[src/rtl/fifo_fwft_stream_framer.sv]
// Drains a wide first-word-fall-through FIFO in whole packets of PKT_WORDS words
// and presents them on a valid/ready stream with a last-beat marker.
module fifo_fwft_stream_framer #(
  parameter int DATA_WIDTH = 32,
  parameter int PKT_WORDS  = 16,
  parameter int CNT_WIDTH  = 16
) (
  input  logic                  clk,
  input  logic                  rst_n,
  input  logic                  en,
  input  logic                  fifo_empty,
  input  logic                  fifo_has_data,
  input  logic [DATA_WIDTH-1:0] fifo_rd_data,
  output logic                  fifo_rd_en,
  output logic                  m_valid,
  input  logic                  m_ready,
  output logic [DATA_WIDTH-1:0] m_data,
  output logic                  m_last,
  output logic [CNT_WIDTH-1:0]  pkt_count,
  output logic                  busy
);

  localparam int                   IDX_WIDTH = $clog2(PKT_WORDS + 1);
  localparam logic [IDX_WIDTH-1:0] LAST_IDX  = IDX_WIDTH'(PKT_WORDS - 1);

  typedef enum logic {IDLE, STREAM} state_t;

  state_t                state, state_nxt;
  logic [IDX_WIDTH-1:0]  word_idx;
  logic [1:0]            occ;
  logic [DATA_WIDTH-1:0] head_data, skid_data;
  logic                  head_last, skid_last;
  logic                  push, pull, push_last;

  assign push      = fifo_rd_en;
  assign pull      = m_valid && m_ready;
  assign push_last = (word_idx == LAST_IDX);

  assign m_valid = (occ != 2'd0);
  assign m_data  = head_data;
  assign m_last  = head_last;

  // The pop decision looks only at registered state and the FIFO flag, never at m_ready.
  always_comb begin
    // NOTE: defaults first so every path assigns each output and no latch is inferred.
    state_nxt  = state;
    fifo_rd_en = 1'b0;
    busy       = (occ != 2'd0);
    case (state)
      IDLE: begin
        if (en && fifo_has_data) state_nxt = STREAM;
      end
      STREAM: begin
        busy       = 1'b1;
        fifo_rd_en = !fifo_empty && (occ < 2'd2);
        if (fifo_rd_en && push_last) state_nxt = IDLE;
      end
      default: state_nxt = IDLE;
    endcase
  end

  always_ff @(posedge clk or negedge rst_n) begin
    if (!rst_n) begin
      state     <= IDLE;
      word_idx  <= '0;
      pkt_count <= '0;
    end else begin
      // NOTE: sequential state uses <= so every register updates from pre-edge values.
      state <= state_nxt;
      if (push) word_idx <= push_last ? '0 : word_idx + IDX_WIDTH'(1);
      if (pull && head_last) pkt_count <= pkt_count + CNT_WIDTH'(1);
    end
  end

  // Two-entry buffer: head feeds the stream, skid absorbs the word popped under backpressure.
  always_ff @(posedge clk or negedge rst_n) begin
    if (!rst_n) begin
      // NOTE: the data registers are reset too, so m_data reads 0 straight out of reset.
      occ       <= 2'd0;
      head_data <= '0;
      head_last <= 1'b0;
      skid_data <= '0;
      skid_last <= 1'b0;
    end else begin
      case ({push, pull})
        2'b10: begin
          if (occ == 2'd0) begin
            head_data <= fifo_rd_data;
            head_last <= push_last;
          end else begin
            skid_data <= fifo_rd_data;
            skid_last <= push_last;
          end
          occ <= occ + 2'd1;
        end
        2'b01: begin
          head_data <= skid_data;
          head_last <= skid_last;
          occ       <= occ - 2'd1;
        end
        // Push needs occ<2 and pull needs occ>0, so both together means occ==1.
        2'b11: begin
          head_data <= fifo_rd_data;
          head_last <= push_last;
        end
        default: ;
      endcase
    end
  end

endmodule
[config.mk]
export PLATFORM = sky130hd
export DESIGN_NAME = fifo_fwft_stream_framer
export DESIGN_NICKNAME = d
export VERILOG_FILES = /design/src/rtl/fifo_fwft_stream_framer.sv
export SDC_FILE = /design/constraint.sdc
export NUM_CORES = 1
export LEC_CHECK = 0
export CAP_MARGIN = 20
export CORE_MARGIN = 2
export CORE_UTILIZATION = 47
export DETAILED_ROUTE_END_ITERATION = 16
export PLACE_DENSITY = 0.74
export SYNTH_ARGS = -nofsm -noshare
export SYNTH_HDL_FRONTEND = slang
export SYNTH_SLANG_ARGS = --single-unit
[constraint.sdc]
create_clock -name clk -period 2.2 [get_ports clk]
set_input_delay 0.44 -clock clk [delete_from_list [all_inputs] [get_ports clk]]
set_output_delay 0.44 -clock clk [all_outputs]
set_load 0.005 [all_outputs]
After elaboration in Yosys (flattened, before gate mapping):

Index checks and enable logic that the tools add are counted.

* input port bits: 38
* memory bits (writable): 0
* bits in latches: 0
* memory bits (read-only): 0
* memories: 0
* word-level logic and storage cells: 43
* flip-flop bits (word level): 90

* divide/modulo/power cells: 0
* equal/unequal tests: 5
* $add $sub $neg: 4
* reductions and logical operators: 12
* shift-type cells: 0
* multiply operators: 0
* $lt $le $gt $ge: 1
* bitwise logic cells: 2
* mux-type cells: 11

Operators with widths (count)
* case mux 32 bit (3 select lines): 1
* 2-to-1 mux 32 bit: 1
* adder 16 x 1 -> 16 bit, second input constant: 1
* adder 5 x 1 -> 5 bit, second input constant: 1
* == test 5 x 4 -> 1 bit, second input constant: 1
* logical AND 1 bit: 5
* 2-to-1 mux 1 bit: 5
* 2-to-1 mux 5 bit: 1
* == test 2 bit, second input constant: 2
* case mux 2 bit (2 select lines): 1
* AND reduction 2 bit: 2
* nonzero test 2 bit: 2
* case mux 1 bit (3 select lines): 1
* nonzero test 3 bit: 1
* adder 2 x 1 -> 2 bit, second input constant: 1
* == test 2 x 1 -> 1 bit, second input constant: 1
* logical NOT 2 bit: 1
* less-than comparator 2 bit, second input constant: 1
* != test 2 bit, second input constant: 1
* NOT 1 bit: 2
* case mux 1 bit (2 select lines): 1
* subtractor 2 x 1 -> 2 bit, second input constant: 1
* logical NOT 1 bit: 1

Depth between registers and ports, before layout:

Gate-level depths: netlist of run 1.

* word-level depth: 6
* gate-level depth with buffers: 8
* mapped depth without buffers: 6

Worst setup path after synthesis of run 1:

Ideal clock, no wire load.

* kind: reg2reg
* start point: reg occ[1]
* end point: reg head_data[10], in the netlist m_data[10]
* data required time: 2.067 ns
* clock period less this slack: 1.935 ns
* buffers on the path: 3
* path slack: 0.265 ns
* arrival: 1.802 ns
* stages on the path, launching flop included: 9
* cell sequence: dfrtp_1 buf_6 nor3b_2 inv_1 ha_1 buf_2 buf_2 mux2i_1 o21ai_0

* cells in the longest elaborated chain, start to end: 6
* elaborated cells between the ends (all ways): 13
* those cells by class: 1 x order compare; 4 x eq/ne; 2 x mux; 6 x reduce/logical

RTL lines
* start: declaration: line 30 `logic [1:0] occ;`
* start signal: assignment: line 94 `occ <= occ + 2'd1;`
* start signal: assignment: line 99 `occ <= occ - 2'd1;`
* less-than comparator 2 bit (*): line 55 `fifo_rd_en = !fifo_empty && (occ < 2'd2);`
* logical AND 1 bit (*): line 55
* 2-to-1 mux 1 bit (*): line 49 `case (state)`
* named net fifo_rd_en: line 14 `output logic fifo_rd_en,`
* == test 2 bit / == test 2 x 1 -> 1 bit (equally long branches): line 85 `case ({push, pull})`
* != test 2 bit (no line) / nonzero test 3 bit (equally long branches)
* AND reduction 2 bit (no line)
* end signal: assignment: line 88 `head_data <= fifo_rd_data;`
* end signal: assignment: line 97 `head_data <= skid_data;`
* end signal: assignment: line 103 `head_data <= fifo_rd_data;`
* end: declaration: line 31 `logic [DATA_WIDTH-1:0] head_data, skid_data;`

Mark *: on every way through the listed nets, which the timed path passes. The rest lies on a longest branch.
A chain may end at the register's enable or synchronous reset.

Worst setup path in the final report of run 1:

* start point: reg occ[1]
* end point: out busy

* cells in the longest elaborated chain, start to end: 2

RTL lines
* nonzero test 2 bit: line 48 `busy = (occ != 2'd0);`
* 2-to-1 mux 1 bit: line 49
* end: declaration: line 20 `output logic busy`

No other way between the ends.

==> flow_metrics.py, run 1 <==
metrics = {
    "worst_hold_path": {
        "hold-path-endpoint": "pkt_count[15]$_DFFE_PN0P_",
        "hp-class": "reg2reg",
        "hold_start": "pkt_count[15]$_DFFE_PN0P_",
        "worstHoldPathCells": 1,
    },
    "sta": {
        "worstMarginPinSlew_ps": 407,
        "max_freq_mhz": 471,
        "finalSetupViolCount": 0,
        "skew_ps": 6.32,
        "drv_slew": 0,
        "min_period_over_period_pct": 96.5,
        "slew_headroom_pct": 72.8,
        "period_needed_ps": 2120,
        "whs_ps": 472,
        "setup_ws_ps": 76.6,
        "finalHoldViolations": 0,
        "rsz0062_at_grt": "false",
    },
    "floorplan": {
        "num_io_pins": 90,
        "core.rowCount": 33,
        "fp.dieW_um": 95.4,
        "start_util_pct": 48.1,
        "core_um2": 8180,
        "die_y_um": 95.4,
        "die-area_um2": 9110,
    },
    "global_routing": {
        "antenna_found_initial": 0,
        "grt_pass1_wl_mm": 12.7,
        "track_usage_pct": 18.2,
        "overflow": 0,
        "grt_start_max_net_pins": 67,
        "grt_pass1_vias": 2671,
    },
    "clocking": {
        "cts_made_buffers": 9,
        "cts_max_path_buffers": 2,
        "cts_tree": "done",
        "worstSkewPairLatency_ps": 360,
        "clkSinkCount": 90,
        "path_clk_slew_ps": 90,
        "clk_root_buffer_cell": "clkbuf_8",
        "h-tree-depth": 3,
    },
    "setup_path": {
        "r2r-end": "m_data[25]$_DFFE_PN0P_",
        "cp_data_arrival_time_ps": 1680,
        "r2r_start": "occ[1]$_DFFE_PN0P_",
        "worstPathRequired_ps": 1760,
        "start_kind": "register",
        "endpoint_kind": "output port",
        "path_max_fanout": 7,
        "criticalPathCategory": "reg2out",
        "rr_worst_depth": 7,
        "rrSetupSlack_ps": 460,
    },
    "drt": {
        "ant_nets": 0,
        "drcViolationCount": 0,
        "via_count": 2635,
        "first_pass_iters": 4,
        "wl_per_cell_um": 14.8,
        "vias_per_cell": 5.06,
        "drt_wl_total_mm": 7.73,
        "drt_iter0_drc": 78,
    },
    "logic_synthesis": {
        "syn-cell-area_um2": 3930,
        "yosys_warnings": 0,
        "synth_seq_cells": 90,
        "syn_inst": 315,
        "avgSynthCellArea_um2": 12.5,
        "yosysSeqAreaShare_pct": 57.3,
        "syn-num-nets": 357,
        "yosysUniqueCellTypes": 35,
    },
    "final_layout": {
        "layout.nets": 453,
        "diodes": 0,
        "drive_gt1_share_pct": 16.8,
        "syn_to_final_growth_pct": 31.1,
    },
    "placed_design": {
        "io_buffers": 89,
        "gp_congestion": 0.742,
        "dp_hpwl_mm": 5.47,
        "pre_cts_ws_ps": -75.5,
    },
    "power": {
        "p_per_area_nw_per_um2": 1170,
        "p_int_mw": 4.09,
        "power.share.clock_pct": 17.3,
        "p_leak_nw": 2.23,
        "peakVddDrop_v": 0.000570,
        "p_seq_share_pct": 45.2,
        "p_sw_mw": 1.93,
        "switching_share_pct": 32.0,
        "power_mw": 6.01,
        "combPwrFrac_pct": 37.5,
    },
    "flow_run": {
        "cap_violations": 0,
    },
    "run_status": {
        "outcome": "finished clean",
    },
}
cell families (layout without fill, tap and decap cells):
family / count (synthesis) / in the layout / synth area share [%]
XOR/XNOR: 19 / 19 / 4.23
multiplexers: 66 / 66 / 17.9
AO/OA/AOI/OAI: 43 / 43 / 6.02
flip-flops: 90 / 90 / 57.3
buffers and inverters: 21 / 122 / 4.01
AND/OR/NAND/NOR: 72 / 72 / 9.27
adder cells (fa/ha/maj): 4 / 4 / 1.27
worst max-delay path: stages, from the launching register on:
cell and delay, ps:
dfrtp_2 480, or3_1 390, clkdlybuf4s50_1 460
how the worst max path moves through the flow:
stage | startpoint | to | slack (ps) | depth (start not counted)
after global placement | fifo_empty | fifo_rd_en | -30 | 3
after detailed placement | fifo_empty | fifo_rd_en | -80 | 3
after CTS | fifo_empty | fifo_rd_en | 20 | 3
final | occ[1]$_DFFE_PN0P_ | busy | 80 | 2
after global routing | occ[1]$_DFFE_PN0P_ | busy | 30 | 2
after floorplan | occ[1]$_DFFE_PN0P_ | m_data[10]$_DFFE_PN0P_ | 260 | 8
cell usage in the layout (no fill, tap or decap), drive strengths merged, types with 2 or more instances in the layout:
master / synthesis / final
inv: 5 / 8
xnor2: 14 / 14
xor2: 5 / 5
dfrtp: 90 / 90
nor3: 2 / 2
clkdlybuf4s50: 0 / 87
o21ai: 37 / 37
mux2: 34 / 34
nor4: 3 / 3
a21oi: 2 / 2
nor2: 5 / 5
buf: 14 / 12
nand4: 3 / 3
nand2: 43 / 43
ha: 4 / 4
clkbuf: 2 / 10
mux2i: 32 / 32
clkinvlp: 0 / 2
nand3: 8 / 8
per-stage QoR:
stage          instances  util [%]  setup TNS (ps)  cell area (um2)
2_1_floorplan        315         -               0             3930
6_report             521      63.0               0             5150
3_5_place_dp         503      60.5           -75.5             4950
5_1_grt              521      63.0               0             5150
3_3_place_gp         503      60.5           -30.6             4950
4_1_cts              521      63.0               0             5150
registers in the layout, indices dropped and copies added (netlist names):
signal	cells
m_last	1
word_idx	5
state	1
m_data	32
pkt_count	16
occ	2
skid_data	32
skid_last	1
layer usage:
metal	global-route usage (%)	share of wire, %
met4	6.43	1.0
met5	0	0
met3	5.38	6.0
met1	23.7	45
met2	29.2	48
cell usage after synthesis (all sizes together):
| library cell | count | area, um2 |
|---|---|---|
| nand4b | 1 | 8.76 |
| o21ai | 37 | 185 |
| xor2 | 5 | 43.8 |
| nand3 | 8 | 40.0 |
| nor2 | 5 | 18.8 |
| nor4 | 3 | 48.8 |
| nor4b | 1 | 8.76 |
| a22oi | 1 | 7.51 |
| a41oi | 1 | 8.76 |
| and3 | 1 | 6.26 |
| o211a | 1 | 10.0 |
| nand4 | 3 | 18.8 |
| inv | 5 | 21.3 |
| dfrtp | 90 | 2250 |
| or2 | 1 | 6.26 |
| a21oi | 2 | 10.0 |
| xnor2 | 14 | 123 |
| and4 | 1 | 8.76 |
| nor3 | 2 | 10.0 |
| ha | 4 | 50.1 |
| clkbuf | 2 | 7.51 |
| nand2 | 43 | 164 |
| mux2 | 34 | 383 |
| o21a | 1 | 15.0 |
| nand2b | 1 | 6.26 |
| mux2i | 32 | 320 |
| nor3b | 1 | 12.5 |
| buf | 14 | 129 |
| or3 | 1 | 6.26 |
layout make-up:
class | instances | area [um2]
Clock buffer | 10 | 128
Clock inverter | 6 | 48.8
Fill cell | 679 | 3020
Inverter | 5 | 21.3
Multi-Input combinational cell | 204 | 1540
Sequential cell | 90 | 2250
Tap cell | 105 | 131
Timing Repair Buffer | 101 | 1030
what timing repair did:
item,4_1_cts,5_1_grt
hold buffers,1,0
setup endpoints to repair,1,2
pin swaps,1,0
setup buffers,1,0
resized for setup,1,2
cloned,0,0
endpoints found under the hold margin,18,0
power by group through the flow:
stage          clock [mW]  combinational [mW]  sequential, mW
3_5_place_dp            0                2.29            2.74
4_1_cts              1.08                2.30            2.72
2_1_floorplan           0                1.36            2.65
3_3_place_gp            0                2.20            2.71
5_1_grt              1.15                2.51            2.81
6_report             1.04                2.26            2.72
Power figures use the tool's default switching activity.
==> run 2, diff against run 1 <==
--- a/config.mk
+++ b/config.mk
@@ -6,10 +6,12 @@
 export NUM_CORES = 1
 export LEC_CHECK = 0
 export CAP_MARGIN = 20
+export CELL_PAD_IN_SITES_DETAIL_PLACEMENT = 1
+export CELL_PAD_IN_SITES_GLOBAL_PLACEMENT = 1
 export CORE_MARGIN = 2
-export CORE_UTILIZATION = 47
+export CORE_UTILIZATION = 40
 export DETAILED_ROUTE_END_ITERATION = 16
-export PLACE_DENSITY = 0.74
+export PLACE_DENSITY = 0.78
 export SYNTH_ARGS = -nofsm -noshare
 export SYNTH_HDL_FRONTEND = slang
 export SYNTH_SLANG_ARGS = --single-unit
==> flow_metrics.py, run 2 (synthesis gave the netlist of run 1 again) <==
metrics = {
    "global_routing": {
        "grt_start_max_net_pins": 67,
        "track_usage_pct": 17.3,
        "grt_pass1_wl_mm": 14.1,
        "grt_pass1_vias": 2888,
        "overflow": 0,
        "antenna_found_initial": 0,
    },
    "final_layout": {
        "multi_input_area_um2": 1540,
        "fin_util_pct": 53.9,
        "drive_gt1_share_pct": 16.4,
        "fill_cells": 1043,
        "diodes": 0,
        "final_area_um2": 5190,
        "seqCellArea_um2": 2250,
        "layout.nets": 451,
        "layout_commonest_cell": "dfrtp_1",
        "syn_to_final_growth_pct": 32.1,
        "final_cell_mix": "89 x dfrtp_1, 87 x clkdlybuf4s50_1, 42 x nand2_1, 34 x mux2_2, 32 x mux2i_1",
    },
    "sta": {
        "drv_slew": 0,
        "finalSetupViolCount": 0,
        "max_freq_mhz": 471,
        "skew_ps": 9.06,
        "slew_headroom_pct": 62.6,
        "setup_ws_ps": 75.1,
        "period_needed_ps": 2120,
        "rsz0062_at_grt": "false",
        "min_period_over_period_pct": 96.6,
        "finalHoldViolations": 0,
        "worstMarginPinSlew_ps": 561,
    },
    "clocking": {
        "cts_made_buffers": 9,
        "hold_buffers": 0,
        "h-tree-depth": 3,
        "path_clk_slew_ps": 80,
        "clk_root_buffer_cell": "clkbuf_8",
        "worstSkewPairLatency_ps": 360,
        "clkSinkCount": 90,
        "cts_max_path_buffers": 2,
        "cts_tree": "done",
    },
    "setup_path": {
        "cp_slowest_cell": "dfrtp_2",
        "cp_data_arrival_time_ps": 1680,
        "crit_family": "flip-flops",
        "worstPathRequired_ps": 1760,
        "path_max_fanout": 7,
        "criticalPathCategory": "reg2out",
        "cp.buffers_inverters": 1,
        "worst_path_largest_cell_delay_ps": 470,
        "start_kind": "register",
        "endpoint_kind": "output port",
        "crit_chain": "or3_1, clkdlybuf4s50_1",
    },
    "floorplan": {
        "core_um2": 9640,
        "fp.dieW_um": 103,
        "start_util_pct": 40.8,
        "die_y_um": 103,
        "die-area_um2": 10600,
        "num_io_pins": 90,
        "core.rowCount": 36,
    },
    "drt": {
        "ant_nets": 0,
        "via_count": 2705,
        "wl_per_cell_um": 15.5,
        "drt_iter0_drc": 69,
        "drcViolationCount": 0,
        "vias_per_cell": 4.95,
        "first_pass_iters": 4,
        "drt_wl_total_mm": 8.48,
    },
    "placed_design": {
        "io_buffers": 89,
        "pre_cts_ws_ps": -49.5,
        "gp_congestion": 0.784,
        "dp_hpwl_mm": 5.89,
        "dpl_cell_area_um2": 4990,
    },
    "power": {
        "power_mw": 6.10,
        "p_leak_nw": 2.24,
        "p_per_area_nw_per_um2": 1170,
        "peakVddDrop_v": 0.000502,
    },
    "flow_run": {
        "cap_violations": 0,
    },
    "worst_hold_path": {
        "hp-class": "in2async",
    },
    "run_status": {
        "outcome": "finished clean",
    },
}
run 2: path summary, 6_finish.rpt:
check                                           from  depth (start not counted)  slack [ps]                        end
min reg2reg                pkt_count[15]$_DFFE_PN0P_                          1         480  pkt_count[15]$_DFFE_PN0P_
max reg2reg                       occ[1]$_DFFE_PN0P_                          7         440     m_data[30]$_DFFE_PN0P_
max                               occ[1]$_DFFE_PN0P_                          2          80                       busy
max in group asynchronous                      rst_n                          2        1530         occ[1]$_DFFE_PN0P_
min                                            rst_n                          1          70    word_idx[0]$_DFFE_PN0P_
min in group clk           pkt_count[15]$_DFFE_PN0P_                          1         480  pkt_count[15]$_DFFE_PN0P_
run 2: area by class of cell:
type,count,share of cell area [%]
Clock inverter,5,1.04
Tap cell,133,3.21
Clock buffer,11,2.53
Multi-Input combinational cell,204,29.6
Sequential cell,90,43.4
Inverter,5,0.410
Timing Repair Buffer,99,19.8
run 2: routing by layer:
layer	vias up	global-route usage (%)	wire length, um
met5	-	0	0
met1	1354	21.6	3730
met3	11	4.54	467
li1	1272	-	-
met2	68	28.7	4170
met4	0	6.98	112
run 2: where the power goes:
part           switching [mW]  internal (mW)
logic                   0.928           1.35
registers               0.407           2.31
clock network           0.572          0.525
run 2: repair_timing:
| action | 4_1_cts | 5_1_grt |
|---|---|---|
| endpoints found under the setup margin | 1 | 2 |
| pin swaps | 1 | 0 |
| gates resized for setup | 1 | 2 |
| buffers inserted | 1 | 0 |
run 2: through the flow:
stage	instances	hold slack, ps	TNS (ps)
after floorplan	315	144	0
final	547	74.4	0
after CTS	547	81.2	0
after detailed placement	530	473	-60.7
after global placement	530	462	-40.2
after global routing	547	96.8	0
